## src/rtl/hht_gather_engine.sv

```systemverilog
// ---------------------------------------------------------------------------
// hht_gather_engine
//
// Sparse-vector gather engine. A job reads csize column indices from the
// index memory (port 1) starting at col_base, looks up each index in the
// vector memory (port 2) at v_base + index, and streams the gathered values
// out through a show-ahead FIFO with a ready/valid handshake. Indices at or
// beyond vlen produce a zero value and raise the sticky oob flag. The final
// element of a job carries out_last.
//
// Ports:
//   Clk, Rst            clock (rising edge), asynchronous active-high reset
//   start               one-cycle pulse, accepted only while idle
//   col_base, v_base    base addresses of the index and value arrays
//   csize, vlen         number of indices to gather, vector length
//   addr1 / dataIn1     index-memory address / combinational read data
//   addr2 / dataIn2     vector-memory address / combinational read data
//   out_valid/out_data  FIFO head valid / head value
//   out_last            head is the final element of the job
//   out_ready           consumer accepts head when out_valid & out_ready
//   busy                job in progress (RUN or DRAIN)
//   done                one-cycle pulse when the last element is pushed
//   oob                 sticky: some index >= vlen in the current job
// ---------------------------------------------------------------------------
module hht_gather_engine #(
  parameter int DATA_W = 32,
  parameter int ADDR_W = 32,
  parameter int DEPTH  = 8
) (
  input  logic              Clk,
  input  logic              Rst,
  input  logic              start,
  input  logic [ADDR_W-1:0] col_base,
  input  logic [ADDR_W-1:0] v_base,
  input  logic [ADDR_W-1:0] csize,
  input  logic [ADDR_W-1:0] vlen,
  output logic [ADDR_W-1:0] addr1,
  input  logic [DATA_W-1:0] dataIn1,
  output logic [ADDR_W-1:0] addr2,
  input  logic [DATA_W-1:0] dataIn2,
  output logic              out_valid,
  output logic [DATA_W-1:0] out_data,
  output logic              out_last,
  input  logic              out_ready,
  output logic              busy,
  output logic              done,
  output logic              oob
);

  localparam int PTR_W = $clog2(DEPTH);
  localparam int CNT_W = PTR_W + 1;
  localparam int CMP_W = (DATA_W > ADDR_W) ? DATA_W : ADDR_W;

  typedef enum logic [1:0] {
    ST_IDLE,
    ST_RUN,
    ST_DRAIN
  } state_t;

  state_t r_state;
  state_t w_nextState;

  // Latched job configuration
  logic [ADDR_W-1:0] r_vBase;
  logic [ADDR_W-1:0] r_csize;
  logic [ADDR_W-1:0] r_vlen;

  // Stage 1 (index fetch) state
  logic [ADDR_W-1:0] r_issueCnt;
  logic [ADDR_W-1:0] r_addr1;

  // Stage 2 (value fetch) state
  logic              r_s2Valid;
  logic [DATA_W-1:0] r_idx;
  logic              r_idxLast;
  logic [ADDR_W-1:0] r_addr2;

  // Status flags
  logic r_done;
  logic r_oob;

  // Output FIFO storage: {last, value} per entry
  logic [DATA_W:0]  r_mem [DEPTH];
  logic [PTR_W-1:0] r_wrPtr;
  logic [PTR_W-1:0] r_rdPtr;
  logic [CNT_W-1:0] r_count;

  logic              w_startAccept;
  logic              w_busy;
  logic [CNT_W-1:0]  w_occupancy;
  logic              w_issue;
  logic [ADDR_W-1:0] w_issueNext;
  logic              w_push;
  logic              w_pop;
  logic              w_idxInRange;
  logic [DATA_W-1:0] w_pushData;
  logic              w_lastPushed;
  logic              w_fifoEmptying;
  logic [DATA_W:0]   w_head;

  // Occupancy counts the element already in stage 2, because stage 2 cannot
  // stall: anything issued now is guaranteed a FIFO slot two edges later.
  assign w_occupancy = r_count + CNT_W'(r_s2Valid);
  assign w_issue     = (r_state == ST_RUN) && (r_issueCnt < r_csize) &&
                       (w_occupancy < CNT_W'(DEPTH));
  assign w_issueNext = r_issueCnt + ADDR_W'(1);

  // Range check is done at the wider of the two widths so neither the index
  // nor the vector length is truncated.
  assign w_idxInRange = CMP_W'(r_idx) < CMP_W'(r_vlen);
  assign w_pushData   = w_idxInRange ? dataIn2 : '0;
  assign w_push       = r_s2Valid;
  assign w_lastPushed = r_s2Valid && r_idxLast;

  assign out_valid = (r_count != '0);
  assign w_pop     = out_valid && out_ready;
  assign w_head    = r_mem[r_rdPtr];

  // DRAIN ends on the same edge that removes the final FIFO entry.
  assign w_fifoEmptying = (r_count == '0) ||
                          ((r_count == CNT_W'(1)) && w_pop && !w_push);

  // State register
  always_ff @(posedge Clk or posedge Rst) begin
    if (Rst) begin
      r_state <= ST_IDLE;
    end else begin
      r_state <= w_nextState;
    end
  end

  // Next-state logic and state-derived controls. A start with csize==0 is
  // accepted (it pulses done) but never leaves IDLE.
  always_comb begin
    w_nextState   = r_state;
    w_busy        = 1'b0;
    w_startAccept = 1'b0;
    unique case (r_state)
      ST_IDLE: begin
        w_startAccept = start;
        if (start && (csize != '0)) begin
          w_nextState = ST_RUN;
        end
      end
      ST_RUN: begin
        w_busy = 1'b1;
        if (w_lastPushed) begin
          w_nextState = ST_DRAIN;
        end
      end
      ST_DRAIN: begin
        w_busy = 1'b1;
        if (w_fifoEmptying) begin
          w_nextState = ST_IDLE;
        end
      end
      default: begin
        w_nextState = ST_IDLE;
      end
    endcase
  end

  // Configuration latch and stage 1. addr1 is kept registered so it holds
  // its value when stalled or idle; it only advances while another index
  // remains, so after the final issue it keeps pointing at the last index.
  always_ff @(posedge Clk or posedge Rst) begin
    if (Rst) begin
      r_vBase    <= '0;
      r_csize    <= '0;
      r_vlen     <= '0;
      r_issueCnt <= '0;
      r_addr1    <= '0;
    end else if (w_startAccept) begin
      r_vBase    <= v_base;
      r_csize    <= csize;
      r_vlen     <= vlen;
      r_issueCnt <= '0;
      if (csize != '0) begin
        r_addr1 <= col_base;
      end
    end else if (w_issue) begin
      r_issueCnt <= w_issueNext;
      if (w_issueNext < r_csize) begin
        r_addr1 <= r_addr1 + ADDR_W'(1);
      end
    end
  end

  // Stage 2 capture. addr2 is computed from the freshly read index so it is
  // already valid in the cycle the value is looked up.
  always_ff @(posedge Clk or posedge Rst) begin
    if (Rst) begin
      r_s2Valid <= 1'b0;
      r_idx     <= '0;
      r_idxLast <= 1'b0;
      r_addr2   <= '0;
    end else begin
      r_s2Valid <= w_issue;
      if (w_issue) begin
        r_idx     <= dataIn1;
        r_idxLast <= (r_issueCnt == (r_csize - ADDR_W'(1)));
        r_addr2   <= r_vBase + ADDR_W'(dataIn1);
      end
    end
  end

  // done pulses one cycle after either the last push or a zero-length
  // start; oob is sticky for the whole job and cleared by the next start.
  always_ff @(posedge Clk or posedge Rst) begin
    if (Rst) begin
      r_done <= 1'b0;
      r_oob  <= 1'b0;
    end else begin
      r_done <= (w_startAccept && (csize == '0)) || w_lastPushed;
      if (w_startAccept) begin
        r_oob <= 1'b0;
      end else if (w_push && !w_idxInRange) begin
        r_oob <= 1'b1;
      end
    end
  end

  // FIFO storage write; contents need no reset because the head is masked
  // whenever the FIFO is empty.
  always_ff @(posedge Clk) begin
    if (w_push) begin
      r_mem[r_wrPtr] <= {r_idxLast, w_pushData};
    end
  end

  // FIFO pointers and count. DEPTH is a power of two so the pointers wrap
  // naturally. A simultaneous push and pop leaves the count unchanged.
  always_ff @(posedge Clk or posedge Rst) begin
    if (Rst) begin
      r_wrPtr <= '0;
      r_rdPtr <= '0;
      r_count <= '0;
    end else begin
      if (w_push) begin
        r_wrPtr <= r_wrPtr + PTR_W'(1);
      end
      if (w_pop) begin
        r_rdPtr <= r_rdPtr + PTR_W'(1);
      end
      case ({w_push, w_pop})
        2'b10:   r_count <= r_count + CNT_W'(1);
        2'b01:   r_count <= r_count - CNT_W'(1);
        default: r_count <= r_count;
      endcase
    end
  end

  assign addr1    = r_addr1;
  assign addr2    = r_addr2;
  assign out_data = out_valid ? w_head[DATA_W-1:0] : '0;
  assign out_last = out_valid && w_head[DATA_W];
  assign busy     = w_busy;
  assign done     = r_done;
  assign oob      = r_oob;

endmodule

```

## config.mk

```make
export PLATFORM = sky130hd
export DESIGN_NAME = hht_gather_engine
export DESIGN_NICKNAME = d
export VERILOG_FILES = /design/src/rtl/hht_gather_engine.sv
export SDC_FILE = /design/constraint.sdc
export NUM_CORES = 1
export LEC_CHECK = 0
export CAP_MARGIN = 20
export CELL_PAD_IN_SITES_DETAIL_PLACEMENT = 1
export CELL_PAD_IN_SITES_GLOBAL_PLACEMENT = 2
export CORE_ASPECT_RATIO = 1.2
export CORE_MARGIN = 4
export CORE_UTILIZATION = 38
export CTS_CLUSTER_DIAMETER = 150
export CTS_CLUSTER_SIZE = 24
export DETAILED_ROUTE_END_ITERATION = 12
export HOLD_SLACK_MARGIN = 0.03
export PLACE_DENSITY = 0.81
export SETUP_SLACK_MARGIN = 0.4
export SYNTH_ARGS = -nofsm -noshare
export SYNTH_HDL_FRONTEND = slang
export SYNTH_SLANG_ARGS = --single-unit
```

## constraint.sdc

```tcl
create_clock -name Clk -period 10.5 [get_ports Clk]
set_input_delay 2.1 -clock Clk [delete_from_list [all_inputs] [get_ports Clk]]
set_output_delay 2.1 -clock Clk [all_outputs]
set_load 0.005 [all_outputs]
```

**Word level (Yosys, flattened, before mapping)**

Memories as Yosys holds them, arrays and structs flattened.
Cells that the tools add are included.

- Memory bits (writable): 264
- Register bits: 240
- Input port bits: 196
- Memories kept: 1

- Magnitude comparators: 4
- Equality and inequality tests: 10
- Reductions and logical operators: 26
- $add $sub $neg: 9
- Mux-type cells: 19

Memories:

| memory | words | bits a word | rd ports | clocked after memory_dff | write ports | line | RTL |
|---|---|---|---|---|---|---|---|
| r_mem | 8 | 33 | 1 | 0 | 1 | 83 | `logic [DATA_W:0] r_mem [DEPTH];` |

Operator list:

| kind | count |
|---|---|
| $mux W32 | 8 |
| $lt A32 B32 Y1 | 3 |
| $add A32 B1 Y32 const B | 2 |
| $add A32 B32 Y32 | 1 |
| $eq A32 B32 Y1 | 1 |
| $logic_not A32 Y1 | 1 |
| $reduce_bool A32 Y1 | 1 |
| $sub A32 B1 Y32 const B | 1 |
| $logic_and A1 B1 Y1 | 10 |
| $pmux W4 S2 | 1 |
| $reduce_bool A2 Y1 | 4 |
| $add A3 B1 Y3 const B | 2 |
| $mux W1 | 6 |
| $mux W2 | 3 |
| $ne A2 B2 Y1 const B | 3 |
| $pmux W2 S3 | 1 |
| $reduce_and A3 Y1 | 2 |
| $add A4 B1 Y4 | 1 |
| $add A4 B1 Y4 const B | 1 |
| $eq A2 B1 Y1 const B | 2 |
| $eq A2 B2 Y1 const B | 2 |
| $eq A4 B1 Y1 const B | 1 |
| $logic_not A4 Y1 | 1 |
| $lt A4 B4 Y1 const B | 1 |
| 7 further kinds | 9 |

**Logic depth before layout (Yosys ltp)**

Gate-level depths: netlist of the first run.

- Depth in word-level cells: 7
- Gate-level depth with buffers: 21
- Mapped depth without buffers: 20

**Worst setup path before layout of the first run**

OpenSTA, ideal clock, no wires.

- Path type: input port to flip-flop
- From: input port dataIn1[0]
- To: register r_addr2[28] (netlist: addr2[28])
- Stages on the path: 13
- Path slack: 5.855 ns
- Buffers on the path: 0
- Data arrival time: 4.496 ns
- Cells stage by stage: ha_1 -> inv_1 -> fa_1 -> nand2b_1 -> a21oi_1 -> o21ai_0 -> a311o_1 -> a21oi_1 -> o221ai_1 -> o21a_1 -> o21ai_0 -> mux2i_1 -> o311ai_0

- Longest elaborated chain between the ends: 1

Ends and longest elaborated chain:

| what | line | RTL |
|---|---|---|
| from (decl) | 38 | `input logic [DATA_W-1:0] dataIn1,` |
| $add A32 B32 Y32 | 202 | `r_addr2 <= r_vBase + ADDR_W'(dataIn1);` |
| to (signal assigned) | 202 |  |
| to (decl) | 76 | `logic [ADDR_W-1:0] r_addr2;` |

Every way passes these cells.
A chain may end at the register's enable or synchronous reset.

**Worst setup path in the final report of the first run**

- From: register r_rdPtr[0]
- To: output port out_data[3]

- Longest elaborated chain between the ends: 2

Ends and longest elaborated chain:

| what | line | RTL |
|---|---|---|
| from (decl) | 85 | `logic [PTR_W-1:0] r_rdPtr;` |
| from (signal assigned) | 243 | `r_rdPtr <= r_rdPtr + PTR_W'(1);` |
| $mem_v2 Z8 W33 | n/a |  |
| $mux W32 | 255 | `assign out_data = out_valid ? w_head[DATA_W-1:0] : '0;` |
| to (decl) | 42 | `output logic [DATA_W-1:0] out_data,` |

Every way passes these cells.

==> impl_metrics.tcl, run 1 <==
set metrics [dict create \
    fin_crit_sh 0.534 \
    io_pins 297 \
    synth-xor-area-share 0.0467 \
    grt_pass1_vias 19700 \
    critPathMaxStageDelay_ns 0.79 \
    finClkSkew_ns 0.0266 \
    finalHoldViolations 0 \
    gp_congestion 0.842 \
    intPower_w 0.00507 \
    netlist_area_um2 25500 \
    rsz0062_at_grt "false" \
    setup.worst_path.start_class "flip-flop" \
    grt_first_pass_wirelength_um 113000 \
    cpMaxStageDelayCell "buf_4" \
    setup_slack_ns 4.89 \
    synth_cell_types 73 \
    fin_util 0.455 \
    multi_input_area_um2 10800 \
    gr-usage-all-layers 0.199 \
    finalNetCount 2751 \
    slew_viol_final 0 \
    synth_fp_nets 2509 \
    fillers 7102 \
    period_minus_slack_ns 5.61 \
    antenna_found_initial 8 \
    die_w_um 244 \
    ant_nets 0 \
    synth_top_family_by_area "simple AND/OR/NAND/NOR gates" \
    ys_seq_area_frac 0.547 \
    drt_first_pass_iters 5 \
    place_hpwl_um 50800 \
    cts_tree "built" \
    hold_class "flip-flop to flip-flop" \
    worstPathArrival_ns 3.51 \
    cts_root_buf "clkbuf_16" \
    drive_above_1_share 0.0762 \
    ys_async_sr_fraction 0.476 \
    area_delta_synth_final_pct 18.0 \
    path_cells "buf_4 > mux4_2 > mux2i_1 > nor2_1 > clkdlybuf4s50_1" \
    die_h_um 292 \
    cts_buffers 24 \
    cts_sinks 504 \
    synth_compound_area_frac 0.0914 \
    drv_cap 0 \
    synthMuxAreaShare 0.0913 \
    synth_seq_cells 504 \
    yosys.area_share.adder 0.0690 \
    drt_iter0_drc 853 \
    port_buffers 296 \
    yosys.area_share.simple 0.125 \
    relSlewSlack 0.346 \
    synth.largest_area_cell "edfxtp_1" \
    synth.yosys.warnings 0 \
    switching_share 0.391 \
    clk_path_buf_depth 3 \
    powerDensity_nw_per_um2 277 \
    clkTransAtPathRegs_ns 0.10 \
    netlist.area_leader.share 0.311 \
    synth_cells 2173 \
    run_status "finished clean" \
    wl_per_cell_um 21.6 \
    preCtsSetupSlack_ns 4.58 \
    drc 0 \
    hold_buffers 0 \
    p_sw_w 0.00325 \
    ir_worst_vdd_mv 0.183 \
    htreeDepth 1 \
    fin_tns_setup_ns 0 \
    grt_overflow 0 \
    grt_start_max_net_pins 124 \
    clkPwrFrac 0.129 \
    avgViaCountPerCell 5.35 \
    routed_wl_um 71700 \
    die_area_um2 71300 \
    insertion_delay_ns 0.60 \
    synth-edff-count 264 \
    combPwrFrac 0.484 \
    core_um2 66100 \
    synth_area_per_cell_um2 11.7 \
    seq_power_share 0.388 \
    ff_latch_area_um2 13900 \
    setup_viol 0 \
    ctsResizeCount 0 \
    cp.required_ns 8.40 \
    p_leak_nw 11.9 \
    crit_fanout 44 \
    synth_area_leaders "edfxtp_1 (31%), dfrtp_1 (24%), ha_1 (6.8%)" \
    rows 103 \
    ys.flop_type "edfxtp_1" \
    initial_core_util 0.386 \
    max_freq_mhz 178 \
    vias 17800 \
    tightest_slew_ns 0.981 \
    post-cts-setup-buffers 0 \
    timing_worst_setup_path_type "flip-flop to output port" \
    worstSetupEndpointType "output port" \
]
==> worst max-delay path, delay by kind of cell (launching register included) <==
family / cells / cell delay [ns]
multiplexers: 2 / 0.80
flip-flops: 1 / 0.75
AND/OR/NAND/NOR: 1 / 0.07
buffers and inverters: 2 / 1.27
==> path summary, 6_finish.rpt <==
check / start / end / slack (ns) / cells past startpoint
max: r_rdPtr[0] / out_data[3] / 4.89 / 5
max in group asynchronous: Rst / r_rdPtr[0] / 6.86 / 3
max reg2reg: r_issueCnt[1] / addr1[28] / 5.15 / 18
min reg2reg: r_vBase[23] / r_vBase[23] / 0.49 / 2
min in group asynchronous: Rst / addr1[26] / 2.05 / 2
min: r_vBase[23] / r_vBase[23] / 0.49 / 2
==> power by group through the flow <==
stage / logic, W / registers (W) / clock network, W
2_1_floorplan: 0.00260 / 0.00312 / 0
3_3_place_gp: 0.00394 / 0.00324 / 0
3_5_place_dp: 0.00409 / 0.00328 / 0
4_1_cts: 0.00411 / 0.00324 / 0.00112
5_1_grt: 0.00449 / 0.00331 / 0.00118
6_report: 0.00403 / 0.00323 / 0.00107
==> cells in the final DEF (no fill, tap or decap), drive strengths merged, types with 66 or more instances in the layout <==
cell / n
a21oi: 84
o21ai: 113
inv: 100
edfxtp: 264
ha: 139
xnor2: 79
clkdlybuf4s50: 296
mux4: 66
nand2: 262
dfrtp: 240
nor2: 171
==> layout make-up <==
| cell class | count | area share |
|---|---|---|
| timing repair buffer | 318 | 0.104 |
| tap | 892 | 0.0371 |
| antenna | 4 | 0.000333 |
| sequential | 504 | 0.463 |
| inverter | 100 | 0.0128 |
| clock buffer | 37 | 0.0216 |
| clock inverter | 1 | 0.000541 |
| multi-input combinational | 1467 | 0.360 |
==> state kept, by name, indices dropped and copies added (netlist names), 2 cells and up <==
name / flops
r_idx: 32
r_vlen: 32
r_count: 4
r_state: 2
r_issueCnt: 32
r_csize: 32
addr2: 32
r_wrPtr: 3
r_vBase: 32
r_rdPtr: 3
addr1: 32
r_mem: 264
==> synthesized netlist by cell type, types with 4 or more instances <==
cell / instances
o311ai_0: 13
a211o_1: 4
o21bai_1: 5
o211ai_1: 27
o21ai_0: 113
mux2i_1: 39
and4_1: 8
inv_1: 100
clkbuf_1: 79
nor4_1: 16
nand2_1: 262
nor3_1: 31
edfxtp_1: 264
a21oi_1: 84
xor2_1: 57
ha_1: 139
xnor2_1: 79
o21a_1: 16
o31ai_1: 5
a21o_1: 38
nand2b_1: 13
buf_1: 18
o2111ai_1: 4
mux4_2: 66
nor2b_1: 13
and3_1: 18
a31oi_1: 8
or4_1: 8
a211oi_1: 16
nand4_1: 31
or3_1: 11
and2_1: 40
dfrtp_1: 240
buf_2: 4
nand3_1: 43
mux2_2: 40
nor2_1: 170
==> cell families (layout without fill, tap and decap cells) <==
| family | after synthesis | after routing |
|---|---|---|
| AOI/OAI and AO/OA | 366 | 366 |
| DFF | 504 | 504 |
| muxes | 145 | 145 |
| other | 0 | 4 |
| xor gates and xnor gates | 136 | 136 |
| buffers and inverters | 202 | 456 |
| and+or+nand+nor | 680 | 680 |
| adders and majority gates | 140 | 140 |
==> layer usage <==
layer  vias up  share of wire  wire length, um  track usage
li1       8335              -                -            -
met1      9087           0.41            29700        0.247
met2       309           0.51            36900        0.363
met3        54          0.057             4090       0.0431
met4         6          0.014              987       0.0308
met5         -        0.00057               41            0
==> per-stage QoR <==
step | total power (W) | hold WS (ns) | instance area [um^2] | cells
6_report | 0.00833 | 0.486 | 30100 | 3323
5_1_grt | 0.00899 | 0.519 | 30100 | 3320
4_1_cts | 0.00847 | 0.494 | 30100 | 3319
3_5_place_dp | 0.00736 | 0.466 | 29400 | 3281
3_3_place_gp | 0.00718 | 0.448 | 29400 | 3281
2_1_floorplan | 0.00572 | 0.430 | 25500 | 2173
Power figures use the tool's default switching activity.
==> run 2: changes to the inputs <==
--- a/config.mk
+++ b/config.mk
@@ -10,12 +10,12 @@
 export CELL_PAD_IN_SITES_GLOBAL_PLACEMENT = 2
 export CORE_ASPECT_RATIO = 1.2
 export CORE_MARGIN = 4
-export CORE_UTILIZATION = 38
+export CORE_UTILIZATION = 34
 export CTS_CLUSTER_DIAMETER = 150
 export CTS_CLUSTER_SIZE = 24
 export DETAILED_ROUTE_END_ITERATION = 12
 export HOLD_SLACK_MARGIN = 0.03
-export PLACE_DENSITY = 0.81
+export PLACE_DENSITY = 0.77
 export SETUP_SLACK_MARGIN = 0.4
 export SYNTH_ARGS = -nofsm -noshare
 export SYNTH_HDL_FRONTEND = slang
==> constraint.sdc (replaced) <==
create_clock -name Clk -period 4.6 [get_ports Clk]
set_input_delay 0.92 -clock Clk [delete_from_list [all_inputs] [get_ports Clk]]
set_output_delay 0.92 -clock Clk [all_outputs]
set_load 0.005 [all_outputs]
==> run 2 against run 1 <==
Effect of this change:
- final area up 3.4%
- clock-buffer cell count unchanged
- die area up 11%
- combinational power up 140%
- non-clock buffer count up 68
- clock skew down 0.0030 ns
==> impl_metrics.tcl, run 2 (synthesis results as in run 1) <==
set metrics [dict create \
    finalNetCount 2819 \
    rsz0062_at_grt "false" \
    r2r_start "r_issueCnt[6]" \
    multi_input_area_um2 11100 \
    powerDensity_nw_per_um2 624 \
    drt_first_pass_iters 4 \
    worstPathArrival_ns 4.53 \
    clkTransAtPathRegs_ns 0.11 \
    cp.required_ns 5.12 \
    reg2reg_to "addr1[18]" \
    insertion_delay_ns 0.61 \
    setup_viol 0 \
    largest_reg_flops 264 \
    ir_worst_vdd_mv 0.294 \
    cts_tree "built" \
    place_hpwl_um 54500 \
    crit_fanout 7 \
    routed_wl_um 75400 \
    ff_latch_area_um2 13900 \
    hold_buffers 0 \
    core_um2 74100 \
    fin_crit_sh 0.871 \
    max_freq_mhz 250 \
    gp_congestion 0.810 \
    drive_above_1_share 0.117 \
    die_area_um2 79400 \
    cts_root_buf "clkbuf_16" \
    drc 0 \
    run_status "finished clean" \
    layout_common_cells "clkdlybuf4s50_1 (296), edfxtp_1 (264), nand2_1 (259)" \
    crit_end "addr1[18]" \
    setup_slack_ns 0.593 \
    r2r_cells 18 \
    antenna_found_initial 7 \
    ant_nets 0 \
    hold_class "flip-flop to flip-flop" \
    die_h_um 308 \
    initial_core_util 0.344 \
    drv_cap 0 \
    io_pins 297 \
    layout_commonest_cell "clkdlybuf4s50_1" \
    fin_tns_setup_ns 0 \
    top_register "r_mem" \
    setup.worst_path.start_class "flip-flop" \
    gr-usage-all-layers 0.186 \
    rrSetupSlack_ns 0.59 \
    period_minus_slack_ns 4.01 \
    drt_iter0_drc 813 \
    startpoint "r_issueCnt[6]" \
    htreeDepth 1 \
    timing_worst_setup_path_type "flip-flop to flip-flop" \
    tightest_slew_ns 0.961 \
    grt_first_pass_wirelength_um 118000 \
    die_w_um 258 \
    area_delta_synth_final_pct 22.0 \
    avgViaCountPerCell 5.16 \
    grt_overflow 0 \
    port_buffers 296 \
    fillers 8016 \
    vias 18100 \
    grt_pass1_vias 20200 \
    grt_start_max_net_pins 202 \
    wl_per_cell_um 21.5 \
    finalHoldViolations 0 \
    p_leak_nw 12.3 \
    worstSetupEndpointType "flip-flop" \
    relSlewSlack 0.359 \
    slew_viol_final 0 \
    cts_sinks 504 \
    finClkSkew_ns 0.0237 \
    rows 109 \
    cts_buffers 24 \
    preCtsSetupSlack_ns 0.0426 \
    clk_path_buf_depth 3 \
]
## run 2: repair_timing
action | 4_1_cts | 5_1_grt
gates resized for setup | 13 | 36
gates cloned | 0 | 1
setup endpoints to repair | 35 | 32
pin swaps | 0 | 19
setup buffers | 7 | 18
## run 2: metal layers
layer,vias to the layer above,share of wire,GRT usage
met5,-,0.00011,0
met4,2,0.018,0.0353
met3,73,0.063,0.0443
met2,361,0.51,0.341
met1,9176,0.40,0.226
li1,8456,-,-
## run 2: worst max-delay path, cell delays in order, from the launching register on
cell,delay [ns]
dfrtp_2,0.45
nand2_2,0.09
nor3_4,0.23
nand3_2,0.10
or3_4,0.40
nor2_4,0.09
xor2_1,0.15
ha_1,0.27
a21o_1,0.16
a21o_1,0.17
a21o_1,0.19
a221o_1,0.33
a21oi_2,0.12
o21a_2,0.22
and2_4,0.21
nand3_2,0.10
buf_6,0.18
o31a_1,0.28
a211oi_2,0.18
## run 2: area by class of cell
type / count / area share
sequential: 504 / 0.448
multi-input combinational: 1467 / 0.356
timing repair buffer: 386 / 0.121
tap: 999 / 0.0402
clock buffer: 37 / 0.0209
inverter: 100 / 0.0123
antenna: 7 / 0.000563
clock inverter: 1 / 0.000523
## run 2: report_power, final
part	total (W)	leakage [nW]	internal (W)	switching (W)
registers	0.00741	5.34	0.00644	0.000972
clock network	0.00248	0.318	0.000986	0.00149
logic	0.00952	6.65	0.00435	0.00517
## run 2: how the worst min path moves through the flow
stage          slack (ns)        end  cells after the start  startpoint
2_1_floorplan        0.43   r_idx[0]                      2    r_idx[0]
3_3_place_gp         0.45   r_idx[0]                      2    r_idx[0]
3_5_place_dp         0.46   r_idx[0]                      2    r_idx[0]
4_1_cts              0.48   r_idx[0]                      2    r_idx[0]
5_1_grt              0.51  addr2[27]                      1   addr2[27]
6_report             0.48   r_idx[0]                      2    r_idx[0]
## run 2: through the flow
| stage | hold slack [ns] | utilization | instances | cell area (um^2) | total power (W) |
|---|---|---|---|---|---|
| after floorplan | 0.430 | - | 2173 | 25500 | 0.0131 |
| after global placement | 0.447 | 0.405 | 3428 | 30000 | 0.0167 |
| after detailed placement | 0.458 | 0.405 | 3428 | 30000 | 0.0171 |
| after CTS | 0.482 | 0.415 | 3473 | 30700 | 0.0197 |
| after global routing | 0.514 | 0.420 | 3496 | 31100 | 0.0210 |
| final | 0.480 | 0.420 | 3501 | 31100 | 0.0194 |
